### config.mk
export PLATFORM = sky130hd
export DESIGN_NAME = parking_slot_controller
export DESIGN_NICKNAME = d
export VERILOG_FILES = /design/src/rtl/parking_slot_controller.sv
export SDC_FILE = /design/constraint.sdc
export NUM_CORES = 1
export LEC_CHECK = 0
export CAP_MARGIN = 25
export CORE_ASPECT_RATIO = 1.4
export CORE_UTILIZATION = 50
export DETAILED_ROUTE_END_ITERATION = 12
export GPL_TIMING_DRIVEN = 0
export HOLD_SLACK_MARGIN = 0.15
export PLACE_DENSITY = 0.82
export SLEW_MARGIN = 20
export SYNTH_ARGS = -nofsm -noshare
export SYNTH_HDL_FRONTEND = slang
export SYNTH_SLANG_ARGS = --single-unit
### constraint.sdc
create_clock -name clk -period 4.4 [get_ports clk]
set_clock_uncertainty 0.1 [all_clocks]
set_input_delay 0.88 -clock clk [delete_from_list [all_inputs] [get_ports clk]]
set_output_delay 0.88 -clock clk [all_outputs]
set_load 0.01 [all_outputs]
### src/rtl/parking_slot_controller.sv
// Parking lot occupancy sequencer: arbitrates entry/exit gate requests, picks the
// lowest free slot for arrivals and owns the occupancy bitmap (updated by XOR mask).
module parking_slot_controller #(
  parameter int N_SLOTS = 8
) (
  input  logic               clk,
  input  logic               rst_n,
  input  logic               entry_req,
  input  logic               exit_req,
  input  logic [2:0]         exit_slot,
  output logic               entry_ack,
  output logic               entry_reject,
  output logic [2:0]         entry_slot,
  output logic               exit_ack,
  output logic               exit_err,
  output logic [N_SLOTS-1:0] park_location,
  output logic [N_SLOTS-1:0] parking_capacity,
  output logic [3:0]         free_count,
  output logic               full,
  output logic               empty
);

  typedef enum logic [1:0] {IDLE, SERVE, ACK, RELEASE} state_t;

  state_t     state, state_d;
  logic       op_exit, op_ok, last_exit;
  logic [2:0] op_slot;
  logic       grant, grant_exit, exit_hit;
  logic [2:0] free_idx;

  // Occupancy decode; the descending scan leaves the lowest-index free slot in free_idx.
  always_comb begin
    free_count = 4'(N_SLOTS);
    free_idx   = 3'd0;
    for (int i = N_SLOTS - 1; i >= 0; i--) begin
      free_count = free_count - {3'b000, parking_capacity[i]};
      if (!parking_capacity[i]) free_idx = 3'(i);
    end
  end

  assign full     = &parking_capacity;
  assign empty    = ~|parking_capacity;
  assign exit_hit = (int'(exit_slot) < N_SLOTS) && parking_capacity[exit_slot];

  always_comb begin
    state_d       = state;
    grant         = 1'b0;
    grant_exit    = 1'b0;
    park_location = '0;
    entry_ack     = 1'b0;
    entry_reject  = 1'b0;
    exit_ack      = 1'b0;
    exit_err      = 1'b0;
    entry_slot    = 3'd0;
    case (state)
      IDLE: begin
        if (entry_req || exit_req) begin
          grant      = 1'b1;
          // On a tie, serve whichever side was not granted last.
          grant_exit = exit_req && (!entry_req || !last_exit);
          state_d    = SERVE;
        end
      end
      SERVE: begin
        if (op_ok) park_location = {{(N_SLOTS-1){1'b0}}, 1'b1} << op_slot;
        state_d = ACK;
      end
      ACK: begin
        entry_ack    = !op_exit &&  op_ok;
        entry_reject = !op_exit && !op_ok;
        exit_ack     =  op_exit &&  op_ok;
        exit_err     =  op_exit && !op_ok;
        if (entry_ack) entry_slot = op_slot;
        state_d      = RELEASE;
      end
      RELEASE: begin
        if (!(op_exit ? exit_req : entry_req)) state_d = IDLE;
      end
      default: state_d = IDLE;
    endcase
  end

  always_ff @(posedge clk or negedge rst_n) begin
    if (!rst_n) begin
      state            <= IDLE;
      parking_capacity <= '0;
      op_exit          <= 1'b0;
      op_ok            <= 1'b0;
      op_slot          <= 3'd0;
      last_exit        <= 1'b0;
    end else begin
      state            <= state_d;
      parking_capacity <= parking_capacity ^ park_location;
      if (grant) begin
        // Slot and outcome are fixed at grant time and never re-evaluated.
        op_exit <= grant_exit;
        op_slot <= grant_exit ? exit_slot : free_idx;
        op_ok   <= grant_exit ? exit_hit  : !full;
      end
      if (state == ACK) last_exit <= op_exit;
    end
  end

endmodule

==> results.toml, run 1 <==
[synth]
syn_nets = 148
seq_area_frac_synth = 0.329
syn_inst = 125
async_flop_share = 1.00
synth_top_flop_cell = "dfrtp_1"
ys_types = 32
synth_area_um2 = 1220
avgSynthCellArea_um2 = 9.75
ys_ff_latch = 16
yosys_warnings = 0
synth_edf_count = 0

[sta]
final_hold_viol_count = 0
setup_viol = 0
slew-limit-headroom = 0.505
drv_slew = 0
min_period_over_period = 0.969
tightest_slew_ps = 740
fmax_ghz = 0.235
rsz0062_at_grt = "no"
layout_min_cycle_time_ps = 4260
setup_tns_ps = 0

[setup_path]
cp_top_family = "adder cells"
r2r_end = "parking_capacity[0]"
path_max_fanout = 5
worstPathRequired_ps = 3420
crit_arrival_ps = 3280
crit_chain = "inv_1 > fa_1 > ha_1 > inv_1 > fa_1 > fa_1 > inv_1 > ha_1 > clkdlybuf4s50_1"
cp_slowest_stage_delay_ps = 560
r2r_slack_ps = 2790
worstSetupPathType = "flop to primary output"
cp_slowest_cell = "fa_1"
cp-start-kind = "flop"
crit_start = "parking_capacity[2]"
crit_path_end_kind = "primary output"
r2r_start = "state[1]"
reg2regPathDepth = 5
cp.buffers_inverters = 4

[route]
drt-initial-drc-count = 19
dr.pass1.iters = 8
drt_wl_total_um = 2920
drt-vias-per-instance = 5.57
vias = 1042
post_drt_wl_per_cell_um = 15.6
ant_nets = 0
drc = 4

[power]
p_leak_nw = 0.709
vdd_ir_drop_max_mv = 0.903
pwr_density_cell_nw_per_um2 = 937

[floorplan]
initial_core_util = 0.547
core.rowCount = 20
die_h_um = 60.4
die_x_um = 43.7
core-area_um2 = 2230
die_area_um2 = 2640
ios = 36

[clock_network]
cts_tree = "yes"
clk_pin_slew_worst_paths_ps = 100
numCtsBuffers = 3
insertion_delay_ps = 300
cts_buffer_depth = 2
cts_sinks = 16
h-tree-depth = 1
root_buffer = "clkbuf_4"
ctsHoldBuffers = 0

[flow_run]
cap_violations = 0

[final_layout]
fin_area_um2 = 1640
register_area_um2 = 402
area_growth_pct = 34.7
multiInputGateArea_um2 = 746
n_fill_cell = 169
mostFrequentLayoutCells = "35 x clkdlybuf4s50_1, 18 x inv_1, 15 x dfrtp_1"
insertedDiodeCount = 0
drive_gt1_frac = 0.121
fin_nets = 189
utilization = 0.737
final_common_cell = "clkdlybuf4s50_1"

[global_routing]
grt_max_degree = 17
antenna_found_initial = 0
track_usage = 0.251
grt_pass1_vias = 1058
grt_pass1_wl_um = 4660
grt_overflow = 0

[placement]
hpwl_um = 2250
placed_area_um2 = 1600
portBuffers = 35
place.gp.congestion = 0.814

[hold_path]
worstHoldStart = "last_exit"
holdPathStages = 1
hold_class = "flop to flop"
holdPathEnd = "last_exit"

[status]
status = "finished with violations"
violations = "DRC"
[cells by family after synthesis]
kind of cell,Yosys count,synth area share
flip-flops,16,0.329
AND/OR/NAND/NOR,49,0.236
multiplexers,4,0.0544
AO/OA/AOI/OAI,13,0.0749
adder cells (fa/ha/maj),16,0.189
buffers and inverters,19,0.0595
XOR/XNOR,8,0.0575
[final cells by class]
class / count / area share
sequential: 16 / 0.245
buffer: 1 / 0.00305
inverter: 18 / 0.0412
timing repair buffer: 36 / 0.218
clock buffer: 4 / 0.0221
multi-input combinational: 90 / 0.454
tap: 22 / 0.0168
[registers in the layout, summed over array words and instances (netlist names)]
register,count
op_exit,1
op_slot,3
parking_capacity,8
op_ok,1
last_exit,1
state,2
[cell usage after synthesis (2+ instances only)]
cell     number  share of area
inv_1        18          0.055
dfrtp_1      16           0.33
nor2_1       13          0.040
ha_1         12           0.12
nand2_1       9          0.028
xnor2_1       7          0.050
nand3_1       6          0.025
a31oi_1       4          0.021
fa_1          4          0.066
nor3_2        4          0.033
a21oi_1       3          0.012
and2_1        3          0.015
mux4_2        2          0.037
nand4_1       2          0.010
nor2_4        2          0.018
nor2b_1       2          0.010
nor3b_1       2          0.012
o21ai_1       2         0.0082
[stage by stage]
| step | instances | hold WS, ps | total power [W] | setup slack [ps] |
|---|---|---|---|---|
| after floorplan | 125 | 428 | 0.000942 | 963 |
| after global placement | 182 | 448 | 0.00139 | 473 |
| after detailed placement | 182 | 467 | 0.00143 | 444 |
| after CTS | 186 | 490 | 0.00154 | 106 |
| after global routing | 187 | 512 | 0.00167 | 5.14 |
| final | 187 | 486 | 0.00154 | 136 |
[worst register-to-register path, delay by kind of cell (launching register included)]
| family | cells | cell delay [ps] |
|---|---|---|
| XOR/XNOR | 1 | 120 |
| flip-flops | 1 | 410 |
| buffers and inverters | 1 | 110 |
| adder cells (fa/ha/maj) | 1 | 230 |
| AND/OR/NAND/NOR | 2 | 580 |
[report_power, final]
group | leakage [nW] | total, W | switching, W | internal, W
Clock | 0.0210 | 0.000102 | 0.0000511 | 0.0000505
Sequential | 0.191 | 0.000359 | 0.000137 | 0.000221
Combinational | 0.497 | 0.00108 | 0.000495 | 0.000582
[worst max-delay path by stage]
| stage | endpoint | slack, ps | cells past startpoint |
|---|---|---|---|
| floorplan | free_count[2] | 960 | 8 |
| global placement | free_count[2] | 470 | 9 |
| detailed placement | free_count[2] | 440 | 9 |
| CTS | free_count[2] | 110 | 9 |
| global route | free_count[2] | 5 | 9 |
| finish | free_count[2] | 140 | 9 |
[repair_timing]
item                                    CTS  global route
buffers inserted                          0             1
gates resized for setup                   0             1
endpoints found under the setup margin    0             2
[metal layers]
metal,vias up,track usage,wire length (µm)
met1,492,0.272,1130
li1,491,-,-
met2,47,0.431,1490
met3,12,0.0298,155
met5,-,0,0
met4,0,0.214,148
Power figures use the tool's default switching activity.
==> run 2: changes to the inputs <==
--- a/config.mk
+++ b/config.mk
@@ -6,7 +6,6 @@
 export NUM_CORES = 1
 export LEC_CHECK = 0
 export CAP_MARGIN = 25
-export CORE_ASPECT_RATIO = 1.4
 export CORE_UTILIZATION = 50
 export DETAILED_ROUTE_END_ITERATION = 12
 export GPL_TIMING_DRIVEN = 0
==> run 2 against run 1 <==
Compared with the run above: the flow now finishes without violations; cell count up 2.1%; non-clock buffer count down 1; via count down 2.4%; sequential power down 1%; first-iteration DRC count down 47%.
==> results.toml, run 2 (same netlist as run 1, synthesis figures left out) <==
[status]
status = "complete, no violations"

[final_layout]
final_common_cell = "clkdlybuf4s50_1"
insertedDiodeCount = 0
area_growth_pct = 33.7
largest_reg_flops = 8
largest-register = "parking_capacity"
drive_gt1_frac = 0.117
fin_nets = 188
top_regs = "parking_capacity x8, op_slot x3, state x2"
fin_area_um2 = 1630
n_fill_cell = 184
mostFrequentLayoutCells = "35 x clkdlybuf4s50_1, 18 x inv_1, 14 x dfrtp_1"

[global_routing]
grt_pass1_wl_um = 4620
met3_usage = 0.0238
track_usage = 0.236
grt_pass1_vias = 1056
antenna_found_initial = 0
grt_use_met2 = 0.435
use_met1 = 0.292
grt_max_degree = 17
busiest_layer = "met2"
grt_overflow = 0

[sta]
slew-limit-headroom = 0.516
min_period_over_period = 0.960
fmax_ghz = 0.237
setup_tns_ps = 0
layout_min_cycle_time_ps = 4220
setup_viol = 0
drv_slew = 0
tightest_slew_ps = 724
final_hold_viol_count = 0
rsz0062_at_grt = "no"

[floorplan]
die_h_um = 51.4
core.rowCount = 17
die_area_um2 = 2640
ios = 36
core-area_um2 = 2250
die_x_um = 51.4
initial_core_util = 0.541

[flow_run]
cap_violations = 0

[clock_network]
clk_pin_slew_worst_paths_ps = 90
postCtsSetupRepairBufs = 0
numCtsBuffers = 3
cts_sinks = 16
insertion_delay_ps = 280
cts_tree = "yes"
root_buffer = "clkbuf_4"
cts_buffer_depth = 2
h-tree-depth = 1
ctsHoldBuffers = 0

[placement]
portBuffers = 35
place.gp.congestion = 0.837
placed_area_um2 = 1600
hpwl_um = 2210

[route]
post_drt_wl_per_cell_um = 14.0
vias = 1017
drt-initial-drc-count = 10
drt-vias-per-instance = 5.32
ant_nets = 0
dr.pass1.iters = 4
drc = 0
drt_wl_total_um = 2670

[hold_path]
holdPathStages = 1
hold_class = "flop to flop"

[power]
p_leak_nw = 0.696
pwr_density_cell_nw_per_um2 = 919
vdd_ir_drop_max_mv = 1.01

[setup_path]
path_max_fanout = 6
reg2regPathDepth = 5
worstSetupPathType = "flop to primary output"
worstPathRequired_ps = 3420
crit_path_end_kind = "primary output"
cp-start-kind = "flop"
crit_arrival_ps = 3240
==> run 2: changes by cell type in the layout (fill, tap and decap cells not counted), sizes merged <==
cell	before	now
clkbuf	4	3
buf	2	1
==> run 2: stage by stage <==
stage / utilization / hold WS (ps) / cells / setup WS (ps) / total power, W
after floorplan: - / 428 / 125 / 963 / 0.000942
after global placement: 0.711 / 449 / 188 / 467 / 0.00139
after detailed placement: 0.711 / 478 / 188 / 416 / 0.00143
after CTS: 0.721 / 499 / 191 / 103 / 0.00151
after global routing: 0.723 / 537 / 191 / 39.2 / 0.00165
final: 0.723 / 494 / 191 / 176 / 0.00150
==> run 2: report_power, final <==
| group | total [W] | switching [W] | leakage (nW) | internal (W) |
|---|---|---|---|---|
| registers | 0.000354 | 0.000131 | 0.190 | 0.000223 |
| clock network | 0.0000766 | 0.0000449 | 0.0138 | 0.0000317 |
| logic | 0.00107 | 0.000488 | 0.492 | 0.000579 |
| total | 0.00150 | 0.000664 | 0.696 | 0.000833 |
==> run 2: per-layer routing <==
layer | wire length [µm] | share of wire
met1 | 1150 | 0.43
met2 | 1380 | 0.52
met3 | 122 | 0.046
met4 | 13 | 0.0049
met5 | 0 | 0
==> run 2: layout make-up <==
type                       count  area [µm²]  area share
multi-input combinational     90         746       0.458
sequential                    16         403       0.247
timing repair buffer          35         350       0.215
inverter                      18        67.6      0.0415
tap                           28        35.0      0.0215
clock buffer                   3        22.5      0.0138
buffer                         1        5.00     0.00307
==> run 2: critical path, cell delays in order (launching register included) <==
cell             delay (ps)
dfrtp_2                 420
inv_1                   120
fa_1                    570
ha_1                    150
inv_1                    50
fa_1                    480
fa_1                    420
inv_1                    60
ha_1                    220
clkdlybuf4s50_1         480
==> run 2: timing repair <==
item	CTS	global route
setup endpoints to repair	0	2
gates resized for setup	0	2
endpoints found under the hold margin	0	0
==> run 2: path summary, 6_finish.rpt <==
check                           slack (ps)             endpoint                start
worst max register to register        2810  parking_capacity[0]             state[1]
max in group asynchronous             2770  parking_capacity[2]                rst_n
worst min-delay path                   490            last_exit            last_exit
worst max-delay path                   180        free_count[2]  parking_capacity[2]
worst min register to register         490            last_exit            last_exit
min in group asynchronous              920              op_exit                rst_n
